<file path="src/rtl/cpu_defs.sv">
// Shared CPU definitions: bridge FSM states, request source tags, AXI ids and access sizes.
// Latency: n/a (types and constants only).
// Backpressure: n/a.
package cpu_defs;

    typedef enum logic [2:0] {
        IDLE    = 3'd0,
        RD_ADDR = 3'd1,
        RD_DATA = 3'd2,
        WR_REQ  = 3'd3,
        WR_RESP = 3'd4
    } bridge_state_t;

    typedef enum logic {
        INST = 1'b0,
        DATA = 1'b1
    } bridge_src_t;

    localparam logic [3:0] AXI_ID_INST    = 4'd0;
    localparam logic [3:0] AXI_ID_DATA    = 4'd1;
    localparam logic [1:0] AXI_BURST_INCR = 2'b01;

    localparam logic [1:0] SZ_BYTE = 2'd0;
    localparam logic [1:0] SZ_HALF = 2'd1;
    localparam logic [1:0] SZ_WORD = 2'd2;

endpackage

</file>
<file path="src/rtl/bridge_wstrb_gen.sv">
// Byte-lane strobe generator from access size and low address bits.
// Latency: combinational.
// Backpressure: none.
module bridge_wstrb_gen
    import cpu_defs::*;
(
    input  logic [1:0] size,
    input  logic [1:0] addr_lo,
    output logic [3:0] wstrb
);

    always_comb begin
        wstrb = 4'b1111;
        case (size)
            SZ_BYTE: wstrb = 4'b0001 << addr_lo;
            SZ_HALF: wstrb = addr_lo[1] ? 4'b1100 : 4'b0011;
            default: wstrb = 4'b1111;
        endcase
    end

endmodule

</file>
<file path="src/rtl/sram_axi_bridge.sv">
// Two sram-like channels (inst, data) onto one AXI3 master, one transaction in flight, data wins ties.
// Latency: read >= 3 cycles grant->data_ok; write data_ok on bvalid (on AW/W completion with BRIDGE_WRITE_EARLY_ACK_EN).
// Backpressure: addr_ok held low while busy; waits on arready/rvalid/awready/wready/bvalid indefinitely.
module sram_axi_bridge
    import cpu_defs::*;
#(
    parameter int ADDR_W = 32,
    parameter int DATA_W = 32
) (
    input  logic              clk,
    input  logic              resetn,

    input  logic              inst_req,
    input  logic              inst_wr,
    input  logic [1:0]        inst_size,
    input  logic [ADDR_W-1:0] inst_addr,
    input  logic [DATA_W-1:0] inst_wdata,
    output logic [DATA_W-1:0] inst_rdata,
    output logic              inst_addr_ok,
    output logic              inst_data_ok,

    input  logic              data_req,
    input  logic              data_wr,
    input  logic [1:0]        data_size,
    input  logic [ADDR_W-1:0] data_addr,
    input  logic [DATA_W-1:0] data_wdata,
    output logic [DATA_W-1:0] data_rdata,
    output logic              data_addr_ok,
    output logic              data_data_ok,

    output logic [3:0]        arid,
    output logic [ADDR_W-1:0] araddr,
    output logic [7:0]        arlen,
    output logic [2:0]        arsize,
    output logic [1:0]        arburst,
    output logic [1:0]        arlock,
    output logic [3:0]        arcache,
    output logic [2:0]        arprot,
    output logic              arvalid,
    input  logic              arready,

    input  logic [3:0]        rid,
    input  logic [DATA_W-1:0] rdata,
    input  logic [1:0]        rresp,
    input  logic              rlast,
    input  logic              rvalid,
    output logic              rready,

    output logic [3:0]        awid,
    output logic [ADDR_W-1:0] awaddr,
    output logic [7:0]        awlen,
    output logic [2:0]        awsize,
    output logic [1:0]        awburst,
    output logic [1:0]        awlock,
    output logic [3:0]        awcache,
    output logic [2:0]        awprot,
    output logic              awvalid,
    input  logic              awready,

    output logic [3:0]        wid,
    output logic [DATA_W-1:0] wdata,
    output logic [3:0]        wstrb,
    output logic              wlast,
    output logic              wvalid,
    input  logic              wready,

    input  logic [3:0]        bid,
    input  logic [1:0]        bresp,
    input  logic              bvalid,
    output logic              bready
);

    bridge_state_t     state;
    bridge_src_t       src_q;
    logic              wr_q;
    logic [1:0]        size_q;
    logic [ADDR_W-1:0] addr_q;
    logic [DATA_W-1:0] wdata_q;
    logic              aw_done;
    logic              w_done;

    logic              grant_data;
    logic              grant_inst;
    logic              sel_wr;
    logic [1:0]        sel_size;
    logic [ADDR_W-1:0] sel_addr;
    logic [DATA_W-1:0] sel_wdata;
    logic              aw_hs;
    logic              w_hs;
    logic              wr_fin;
    logic              rd_ok;
    logic              wr_ok;
    logic              resp_ok;
    logic              unused_axi;

    assign grant_data = (state == IDLE) && data_req;
    assign grant_inst = (state == IDLE) && !data_req && inst_req;

    assign sel_wr    = data_req ? data_wr    : inst_wr;
    assign sel_size  = data_req ? data_size  : inst_size;
    assign sel_addr  = data_req ? data_addr  : inst_addr;
    assign sel_wdata = data_req ? data_wdata : inst_wdata;

    assign aw_hs  = awvalid && awready;
    assign w_hs   = wvalid && wready;
    assign wr_fin = (state == WR_REQ) && (aw_done || aw_hs) && (w_done || w_hs);
    assign rd_ok  = (state == RD_DATA) && rvalid;

`ifdef BRIDGE_WRITE_EARLY_ACK_EN
    assign wr_ok = wr_fin;
`else
    assign wr_ok = (state == WR_RESP) && bvalid;
`endif

    // Outputs are gated by resetn so nothing handshakes during the reset cycle.
    assign resp_ok      = resetn && ((rd_ok && !wr_q) || (wr_ok && wr_q));
    assign inst_addr_ok = resetn && grant_inst;
    assign data_addr_ok = resetn && grant_data;
    assign inst_data_ok = resp_ok && (src_q == INST);
    assign data_data_ok = resp_ok && (src_q == DATA);
    assign inst_rdata   = rdata;
    assign data_rdata   = rdata;

    assign arid    = (src_q == DATA) ? AXI_ID_DATA : AXI_ID_INST;
    assign araddr  = addr_q;
    assign arlen   = 8'd0;
    assign arsize  = {1'b0, size_q};
    assign arburst = AXI_BURST_INCR;
    assign arlock  = 2'b00;
    assign arcache = 4'd0;
    assign arprot  = 3'd0;

    assign awid    = AXI_ID_DATA;
    assign awaddr  = addr_q;
    assign awlen   = 8'd0;
    assign awsize  = {1'b0, size_q};
    assign awburst = AXI_BURST_INCR;
    assign awlock  = 2'b00;
    assign awcache = 4'd0;
    assign awprot  = 3'd0;

    assign wid   = AXI_ID_DATA;
    assign wdata = wdata_q;
    assign wlast = 1'b1;

    assign unused_axi = ^{rid, rresp, rlast, bid, bresp};

    bridge_wstrb_gen u_wstrb (
        .size    (size_q),
        .addr_lo (addr_q[1:0]),
        .wstrb   (wstrb)
    );

    always_ff @(posedge clk) begin
        if (!resetn) begin
            state   <= IDLE;
            src_q   <= INST;
            wr_q    <= 1'b0;
            size_q  <= 2'd0;
            addr_q  <= '0;
            wdata_q <= '0;
            aw_done <= 1'b0;
            w_done  <= 1'b0;
            arvalid <= 1'b0;
            rready  <= 1'b0;
            awvalid <= 1'b0;
            wvalid  <= 1'b0;
            bready  <= 1'b0;
        end else begin
            case (state)
                IDLE: begin
                    if (grant_data || grant_inst) begin
                        src_q   <= grant_data ? DATA : INST;
                        wr_q    <= sel_wr;
                        size_q  <= sel_size;
                        addr_q  <= sel_addr;
                        wdata_q <= sel_wdata;
                        if (sel_wr) begin
                            awvalid <= 1'b1;
                            wvalid  <= 1'b1;
                            state   <= WR_REQ;
                        end else begin
                            arvalid <= 1'b1;
                            state   <= RD_ADDR;
                        end
                    end
                end
                RD_ADDR: begin
                    if (arready) begin
                        arvalid <= 1'b0;
                        rready  <= 1'b1;
                        state   <= RD_DATA;
                    end
                end
                RD_DATA: begin
                    if (rvalid) begin
                        rready <= 1'b0;
                        state  <= IDLE;
                    end
                end
                WR_REQ: begin
                    if (aw_hs) begin
                        awvalid <= 1'b0;
                        aw_done <= 1'b1;
                    end
                    if (w_hs) begin
                        wvalid <= 1'b0;
                        w_done <= 1'b1;
                    end
                    // Later assignments override the flag sets above.
                    if (wr_fin) begin
                        aw_done <= 1'b0;
                        w_done  <= 1'b0;
                        bready  <= 1'b1;
                        state   <= WR_RESP;
                    end
                end
                WR_RESP: begin
                    if (bvalid) begin
                        bready <= 1'b0;
                        state  <= IDLE;
                    end
                end
                default: state <= IDLE;
            endcase
        end
    end

endmodule

</file>
<file path="config.mk">
export PLATFORM = sky130hd
export DESIGN_NAME = sram_axi_bridge
export DESIGN_NICKNAME = d
export VERILOG_FILES = /design/src/rtl/cpu_defs.sv /design/src/rtl/bridge_wstrb_gen.sv /design/src/rtl/sram_axi_bridge.sv
export SDC_FILE = /design/constraint.sdc
export NUM_CORES = 1
export LEC_CHECK = 0
export BUFFER_PORTS_ARGS = -buffer_cell sky130_fd_sc_hd__buf_2
export CAP_MARGIN = 20
export CORE_AREA = 2 2 164 166
export CTS_BUF_LIST = sky130_fd_sc_hd__clkbuf_16
export CTS_CLUSTER_DIAMETER = 60
export CTS_CLUSTER_SIZE = 14
export DETAILED_ROUTE_END_ITERATION = 8
export DIE_AREA = 0 0 166 168
export GPL_TIMING_DRIVEN = 0
export PLACE_DENSITY_LB_ADDON = 0.12
export REMOVE_ABC_BUFFERS = 1
export SKIP_CTS_REPAIR_TIMING = 1
export SLEW_MARGIN = 20
export SYNTH_ARGS = -nofsm -noshare
export SYNTH_HDL_FRONTEND = slang
export SYNTH_SLANG_ARGS = --single-unit
</file>
<file path="constraint.sdc">
create_clock -name clk -period 1.6 [get_ports clk]
set_input_delay 0.32 -clock clk [delete_from_list [all_inputs] [get_ports clk]]
set_output_delay 0.32 -clock clk [all_outputs]
set_load 0.01 [all_outputs]
</file>
Yosys cells after proc, flatten, opt, wreduce, memory -nomap -nowiden
Index checks and enable logic that the tools add are counted.
Word-level totals
  register bits after elaboration: 78
  output and inout bits: 230
Operators by class
  reduce and logical (&&, ||, !) cells: 39
  shifts and indexed selects: 1
  bitwise logic cells: 1
  eq/ne operators: 14
  mux-type cells: 35
Operators with widths (count)
  $mux W32: 2
  $mux W1: 18
  $logic_and A1 B1 Y1: 16
  $ne A2 B2 Y1 const B: 8
  $mux W3: 5
  $pmux W3 S5: 1
  $reduce_and A4 Y1: 3
  $reduce_bool A2 Y1: 6
  $pmux W1 S2: 5
  $pmux W4 S2: 1
  $eq A3 B2 Y1 const B: 2
  $reduce_and A2 Y1: 3
  $reduce_and A3 Y1: 2
  $reduce_and A5 Y1: 1
  $logic_or A1 B1 Y1: 4
  $mux W2: 2
  $mux W4: 1
  $shl A1 B2 Y4 const A: 1
  $eq A3 B1 Y1 const B: 1
  $eq A3 B3 Y1 const B: 1
  $logic_not A3 Y1: 1
  $eq A2 B1 Y1 const B: 1
  $logic_not A1 Y1: 2
  $logic_not A2 Y1: 1
  other kinds (2): 2

Depth between registers and ports, before layout
Gate-level depths: netlist of the first run.
  depth in word-level cells: 6
  depth in mapped cells: 6

Modules after synthesis
A second synthesis of the first run with hierarchy kept.
Unflattened totals
  cell total of the unflattened synthesis: 535
  area, all modules: 4903.5 µm²
Modules (own cells, without submodules)
  sram_axi_bridge: instances 1, area each 4852.2 µm², cells an instance 528
  bridge_wstrb_gen: instances 1, area each 51.3 µm², cells an instance 7

Worst setup path after synthesis of the first run
Ideal clock, no wire load.
  kind: reg2out
  from: reg state[1]
  to: out inst_data_ok
  stages on the path, launching flop included: 5
  data arrival time: 1.233 ns
  buffers on the path: 1
  path slack: 0.047 ns
  data required time: 1.280 ns
  path through: dfxtp_1 > buf_2 > nand3b_1 > mux2_2 > nor4_1
Between the ends
  longest elaborated chain between the ends: 6
  elaborated cells between the ends (all ways): 9
  classes of those cells: 2 x eq/ne; 7 x reduce/logical
Ends and longest elaborated chain
  start: declaration: line sram_axi_bridge.sv:73  | bridge_state_t state;
  start signal: assignment: line sram_axi_bridge.sv:156  | state <= IDLE;
  start signal: assignment: line sram_axi_bridge.sv:181  | state <= WR_REQ;
  start signal: assignment: line sram_axi_bridge.sv:184  | state <= RD_ADDR;
  $eq A3 B2 Y1 or $eq A3 B3 Y1 (tied branches): line sram_axi_bridge.sv:107, sram_axi_bridge.sv:112
  $logic_and A1 B1 Y1 (on tied branches): line sram_axi_bridge.sv:107, sram_axi_bridge.sv:112
  $logic_and A1 B1 Y1: line sram_axi_bridge.sv:116  | assign resp_ok = resetn && ((rd_ok && !wr_q) || (wr_ok && wr_q));
  $logic_or A1 B1 Y1 *: line sram_axi_bridge.sv:116
  $logic_and A1 B1 Y1 *: line sram_axi_bridge.sv:116
  $logic_and A1 B1 Y1 *: line sram_axi_bridge.sv:119  | assign inst_data_ok = resp_ok && (src_q == INST);
  end: declaration: line sram_axi_bridge.sv:20  | output logic inst_data_ok,
Mark *: on every way between the ends. The rest lies on a longest branch, timed or not.

Worst setup path in the final report of the first run
  from: reg state[1]
  to: out data_data_ok
Between the ends
  longest elaborated chain between the ends: 6
  elaborated cells between the ends (all ways): 9
  classes of those cells: 2 x eq/ne; 7 x reduce/logical
Ends and longest elaborated chain
  $eq A3 B2 Y1 or $eq A3 B3 Y1 (tied branches): line sram_axi_bridge.sv:107, sram_axi_bridge.sv:112
  $logic_and A1 B1 Y1 (on tied branches): line sram_axi_bridge.sv:107, sram_axi_bridge.sv:112
  $logic_and A1 B1 Y1: line sram_axi_bridge.sv:116
  $logic_or A1 B1 Y1 *: line sram_axi_bridge.sv:116
  $logic_and A1 B1 Y1 *: line sram_axi_bridge.sv:116
  $logic_and A1 B1 Y1 *: line sram_axi_bridge.sv:120  | assign data_data_ok = resp_ok && (src_q == DATA);
  end: declaration: line sram_axi_bridge.sv:29  | output logic data_data_ok,
Marks and branches as above.

==> results of run 1 <==
layout make-up:
type / instances / share of cell area
clock buffer: 9 / 0.0334
clock inverter: 7 / 0.0169
inverter: 4 / 0.00260
multi-input combinational: 316 / 0.372
sequential: 78 / 0.233
tap: 341 / 0.0633
timing repair buffer: 302 / 0.278
through the flow:
step	instance area (um^2)	setup WS [ps]
2_1_floorplan	3750	-1560
3_3_place_gp	5460	-3560
3_5_place_dp	5640	-461
4_1_cts	5980	-539
5_1_grt	6740	-397
6_report	6740	-326
where the power goes:
part	leakage (nW)	total (mW)	internal [mW]	switching, mW
clock network	0.163	2.39	1.52	0.871
logic	2.36	2.94	1.43	1.51
registers	0.648	2.54	2.26	0.281
sequential cells by signal, summed over array words and instances (netlist names):
name / flops
awvalid: 1
araddr: 32
wvalid: 1
rready: 1
wdata: 32
state: 3
arvalid: 1
wr_q: 1
bready: 1
aw_done: 1
size_q: 2
src_q: 1
w_done: 1
worst paths after layout:
path / from / endpoint / depth (start not counted)
setup / recovery: state[1]$_SDFFE_PN0P_ / data_data_ok / 4
hold / removal: wready / wvalid$_SDFFE_PN0P_ / 2
setup reg to reg: state[1]$_SDFFE_PN0P_ / wdata[15]$_SDFFE_PN0P_ / 8
hold reg to reg: arvalid$_SDFFE_PN0P_ / arvalid$_SDFFE_PN0P_ / 2
synth_stat cells (3+ instances only):
cell type	n	area [um^2]
buf_4	151	1130
dfxtp_1	78	1560
a21oi_1	73	365
mux2i_1	67	671
a211oi_1	56	420
buf_2	28	140
a211oi_2	10	125
o21ai_0	8	40.0
clkbuf_1	7	26.3
buf_8	4	60.1
inv_1	4	15.0
nand3b_1	4	30.0
nor2_1	4	15.0
o21bai_1	4	30.0
a31oi_1	3	18.8
nor4_1	3	18.8
cells by family (layout without fill, tap and decap cells):
kind of cell | count (synthesis) | count (layout)
buf+inv | 196 | 322
compound gates | 163 | 163
flops | 78 | 78
mux | 69 | 69
simple gates | 31 | 32
other cells | 2 | 52
layer usage:
metal  global-route usage  vias up  share of wire
met4               0.0405        2          0.011
met2                0.168      288           0.43
met5               0.0313        -         0.0037
met1                0.145     2043           0.42
met3               0.0856       14           0.14
li1                     -     2071              -
==> flow_summary_export.csv, run 1 <==
group,metric,value,unit
floorplan,initial_core_util,0.188,
clocking,root_buffer,"clkbuf_16",
clocking,clkLatencyLatePin,340,ps
logic_synthesis,synth-edff-count,0,
timing,period_needed,1930,ps
setup_path,required,1280,ps
run_status,status,"finished, violations left",
routing,drt_pass1_iterations,4,
finish,area.growth.synth_to_final,36.3,%
finish,multi_input_area,2510,um^2
pwr,p_leak,3.17,nW
run_status,violations,"setup timing",
timing,setup_viol,55,
pwr,cellPowerDensity,1170,nW/um^2
timing,fin_skew,9.58,ps
finish,drive_gt1_frac,0.546,
finish,fillerInstances,2893,
timing,worst_slack,-326,ps
setup_path,path_cells,"nand3b_1 > mux2_4 > nor4b_4 > buf_2",
logic_synthesis,ys.flop_type,"dfxtp_1",
logic_synthesis,yosys_warnings,0,
finish,antenna_cells,0,
setup_path,crit_path_start_kind,"flop",
timing,whs,217,ps
clocking,clk_pin_slew,60,ps
setup_path,crit_path_end_kind,"primary output",
placed_design,gp_congestion,0.695,
logic_synthesis,avgSynthCellArea,9.17,um^2
logic_synthesis,ys_ff_latch,78,
setup_path,critPathMaxStageDelay,360,ps
finish,fin_nets,899,
timing,rsz0062_at_grt,"yes",
global_routing,antenna_found_initial,0,
setup_path,reg2reg_slack,-110,ps
routing,drt-vias-per-instance,4.18,
timing,setup_tns,-3220,ps
logic_synthesis,synthArstFlopShare,0,
logic_synthesis,synth-compound-area-share,0.217,
floorplan,die_w,166,um
timing,slew_viol_final,0,
pwr,power,7.87,mW
finish,stdcell_count,1057,
logic_synthesis,synth_xor_area_frac,0,
finish,regArea,1570,um^2
finish,final_cell_mix,"255 x buf_2, 75 x dfxtp_1, 67 x mux2i_1",
logic_synthesis,synth_cell_type_count,41,
logic_synthesis,synth_mux_area_frac,0.140,
finish,final_common_cell,"buf_2",
finish,final_core_util,0.256,
min_path,hold_path_class,"input pin to flop",
clocking,clock_path_buffers,2,
timing,hold_violations,0,
timing,tightest_slew,675,ps
clocking,cts.htree.levels,3,
setup_path,crit_buf_inv,1,
routing,dr_total_vias,4418,
routing,wl_per_cell,18.0,um
logic_synthesis,syn_inst,539,
floorplan,core_area,26400,um^2
logic_synthesis,yosysSeqAreaShare,0.316,
timing,relSlewSlack,0.550,
global_routing,grt_pass1_wl,25800,um
logic_synthesis,synth_area,4940,um^2
routing,ant_nets,0,
floorplan,rows,60,
logic_synthesis,synth_simple_gate_area_frac,0.0435,
pwr,vdd_ir_drop_max,0.402,mV
timing,fin_crit_sh,1.20,
floorplan,die_area,27900,um^2
setup_path,crit_path_max_fanout,6,
flow_run,maxCapViolations,0,
setup_path,critical_path_class,"flop to primary output",
placed_design,dp_cells,1003,
placed_design,io_buffers,256,
logic_synthesis,synth_top_family_by_area,"buffers and inverters",
setup_path,cp_slowest_cell,"dfxtp_4",
routing,drt_iter0_drc,158,
global_routing,grt_overflow,0,
global_routing,grt_pass1_vias,4119,
global_routing,grt_max_degree,44,
setup_path,cp.arrival,1610,ps
routing,drc,0,
logic_synthesis,synth_adder_area_share,0,
placed_design,hpwl,13900,um
routing,wl,19000,um
global_routing,track_usage,0.122,
floorplan,ios,418,
setup_path,cp_top_family,"simple AND/OR/NAND/NOR gates",
clocking,cts-buffers-inserted,9,
clocking,cts_tree,"done",
floorplan,die_h,168,um
clocking,clock-sinks,78,
timing,fmax,519,MHz
(Power assumes the default switching activity.)
==> inputs of run 2 (changes only) <==
- clock period: 1.6 -> 2.18 ns (I/O delays scaled with it)
==> run 2 against run 1 <==
The run now ends clean. Worst hold slack better by 110 ps. Sequential power shrank 28%. Largest power group is now registers. Wire length shrank 6.7%. Flip-flop and latch count did not move. Clock power fell by 27%.
==> flow_summary_export.csv, run 2 (synthesis gave the netlist of run 1 again) <==
group,metric,value,unit
run_status,status,"completed",
global_routing,grt_pass1_wl,25800,um
finish,final_common_cell,"buf_2",
finish,area.growth.synth_to_final,21.4,%
floorplan,rows,60,
clocking,clk_pin_slew,60,ps
pwr,cellPowerDensity,871,nW/um^2
floorplan,ios,418,
timing,worst_slack,103,ps
clocking,root_buffer,"clkbuf_16",
setup_path,crit_path_end_kind,"primary output",
pwr,switching_share,0.333,
setup_path,cp_slowest_cell,"dfxtp_4",
finish,fin_nets,862,
setup_path,required,1740,ps
placed_design,gp_congestion,0.695,
setup_path,crit_path_start_kind,"flop",
global_routing,grt_pass1_vias,4119,
timing,fin_skew,8.64,ps
floorplan,initial_core_util,0.188,
floorplan,die_w,166,um
timing,tightest_slew,549,ps
finish,drive_gt1_frac,0.452,
global_routing,track_usage,0.122,
timing,relSlewSlack,0.634,
timing,setup_viol,0,
routing,drt_iter0_drc,146,
clocking,cts.htree.levels,3,
finish,fillerInstances,2945,
timing,fin_crit_sh,0.953,
setup_path,critical_path_class,"flop to primary output",
finish,stdcell_count,1020,
clocking,clock_path_buffers,2,
routing,wl,17700,um
flow_run,maxCapViolations,0,
finish,antenna_cells,0,
routing,wl_per_cell,17.4,um
placed_design,dp_cells,1003,
clocking,cts_tree,"done",
pwr,p_int,3.48,mW
setup_path,cp.arrival,1640,ps
timing,period_needed,2080,ps
global_routing,grt_max_degree,44,
finish,final_core_util,0.228,
pwr,pwr-share-comb,0.314,
pwr,power_frac_clock,0.335,
placed_design,pre_cts_slack,2.73,ps
finish,multi_input_area,2190,um^2
clocking,clkLatencyLatePin,340,ps
pwr,p_leak,2.88,nW
finish,final_cell_mix,"255 x buf_2, 75 x dfxtp_1, 73 x a21oi_1",
clocking,cts-buffers-inserted,9,
floorplan,core_area,26400,um^2
global_routing,grt_overflow,0,
global_routing,antenna_found_initial,0,
placed_design,hpwl,13900,um
timing,hold_violations,0,
placed_design,io_buffers,256,
pwr,vdd_ir_drop_max,0.294,mV
timing,slew_viol_final,0,
routing,dr_total_vias,4209,
routing,drt-vias-per-instance,4.13,
timing,setup_tns,0,ps
floorplan,die_area,27900,um^2
setup_path,critPathMaxStageDelay,390,ps
floorplan,die_h,168,um
pwr,seqPwrFrac,0.351,
finish,regArea,1570,um^2
routing,ant_nets,0,
routing,drt_pass1_iterations,4,
clocking,clock-sinks,78,
routing,drc,0,
pwr,power.switching,1.74,mW
setup_path,path_cells,"nand3b_1 > mux2_2 > nor4b_2 > buf_2",
min_path,hold_path_class,"input pin to flop",
setup_path,crit_path_max_fanout,13,
timing,fmax,481,MHz
run 2: per-stage QoR:
step                hold WS (ps)  power, mW  instance area (um^2)
global placement             464       3.46                  5460
global route                 323       5.57                  6000
floorplan                    452       2.68                  3750
finish                       329       5.22                  6000
detailed placement           474       3.54                  5640
CTS                          306       5.36                  5980
run 2: power groups by stage:
stage          Sequential (mW)  Clock, mW  Combinational (mW)
5_1_grt                   1.87       1.89                1.80
6_report                  1.84       1.75                1.64
3_5_place_dp              1.87          0                1.67
2_1_floorplan             2.00          0               0.682
4_1_cts                   1.84       1.84                1.67
3_3_place_gp              1.86          0                1.60
run 2: layout make-up:
type                    instances  share of cell area
inverters                       4             0.00292
clock buffers                   9              0.0375
well taps                     341              0.0711
clock inverters                 7              0.0190
flip-flops and latches         78               0.262
repair buffers                266               0.243
multi-input cells             315               0.365
run 2: worst paths after layout:
path / start / to / slack (ps) / cells after the start
worst max register to register: state[0]$_SDFFE_PN0P_ / araddr[6]$_SDFFE_PN0P_ / 270 / 6
worst min register to register: arvalid$_SDFFE_PN0P_ / arvalid$_SDFFE_PN0P_ / 490 / 2
worst max-delay path: state[1]$_SDFFE_PN0P_ / data_data_ok / 100 / 4
worst min-delay path: wready / wvalid$_SDFFE_PN0P_ / 330 / 2
run 2: per-layer routing:
metal  track usage  vias up  wire length (um)
li1              -     1995                 -
met1         0.145     1925              7360
met4        0.0405        2               267
met2         0.168      271              7380
met3        0.0856       16              2640
met5        0.0313        -                72
run 2: critical path, delay by kind of cell (launching register included):
family | cells | cell delay (ps)
buf+inv | 1 | 170
mux | 1 | 290
flops | 1 | 390
simple gates | 2 | 450
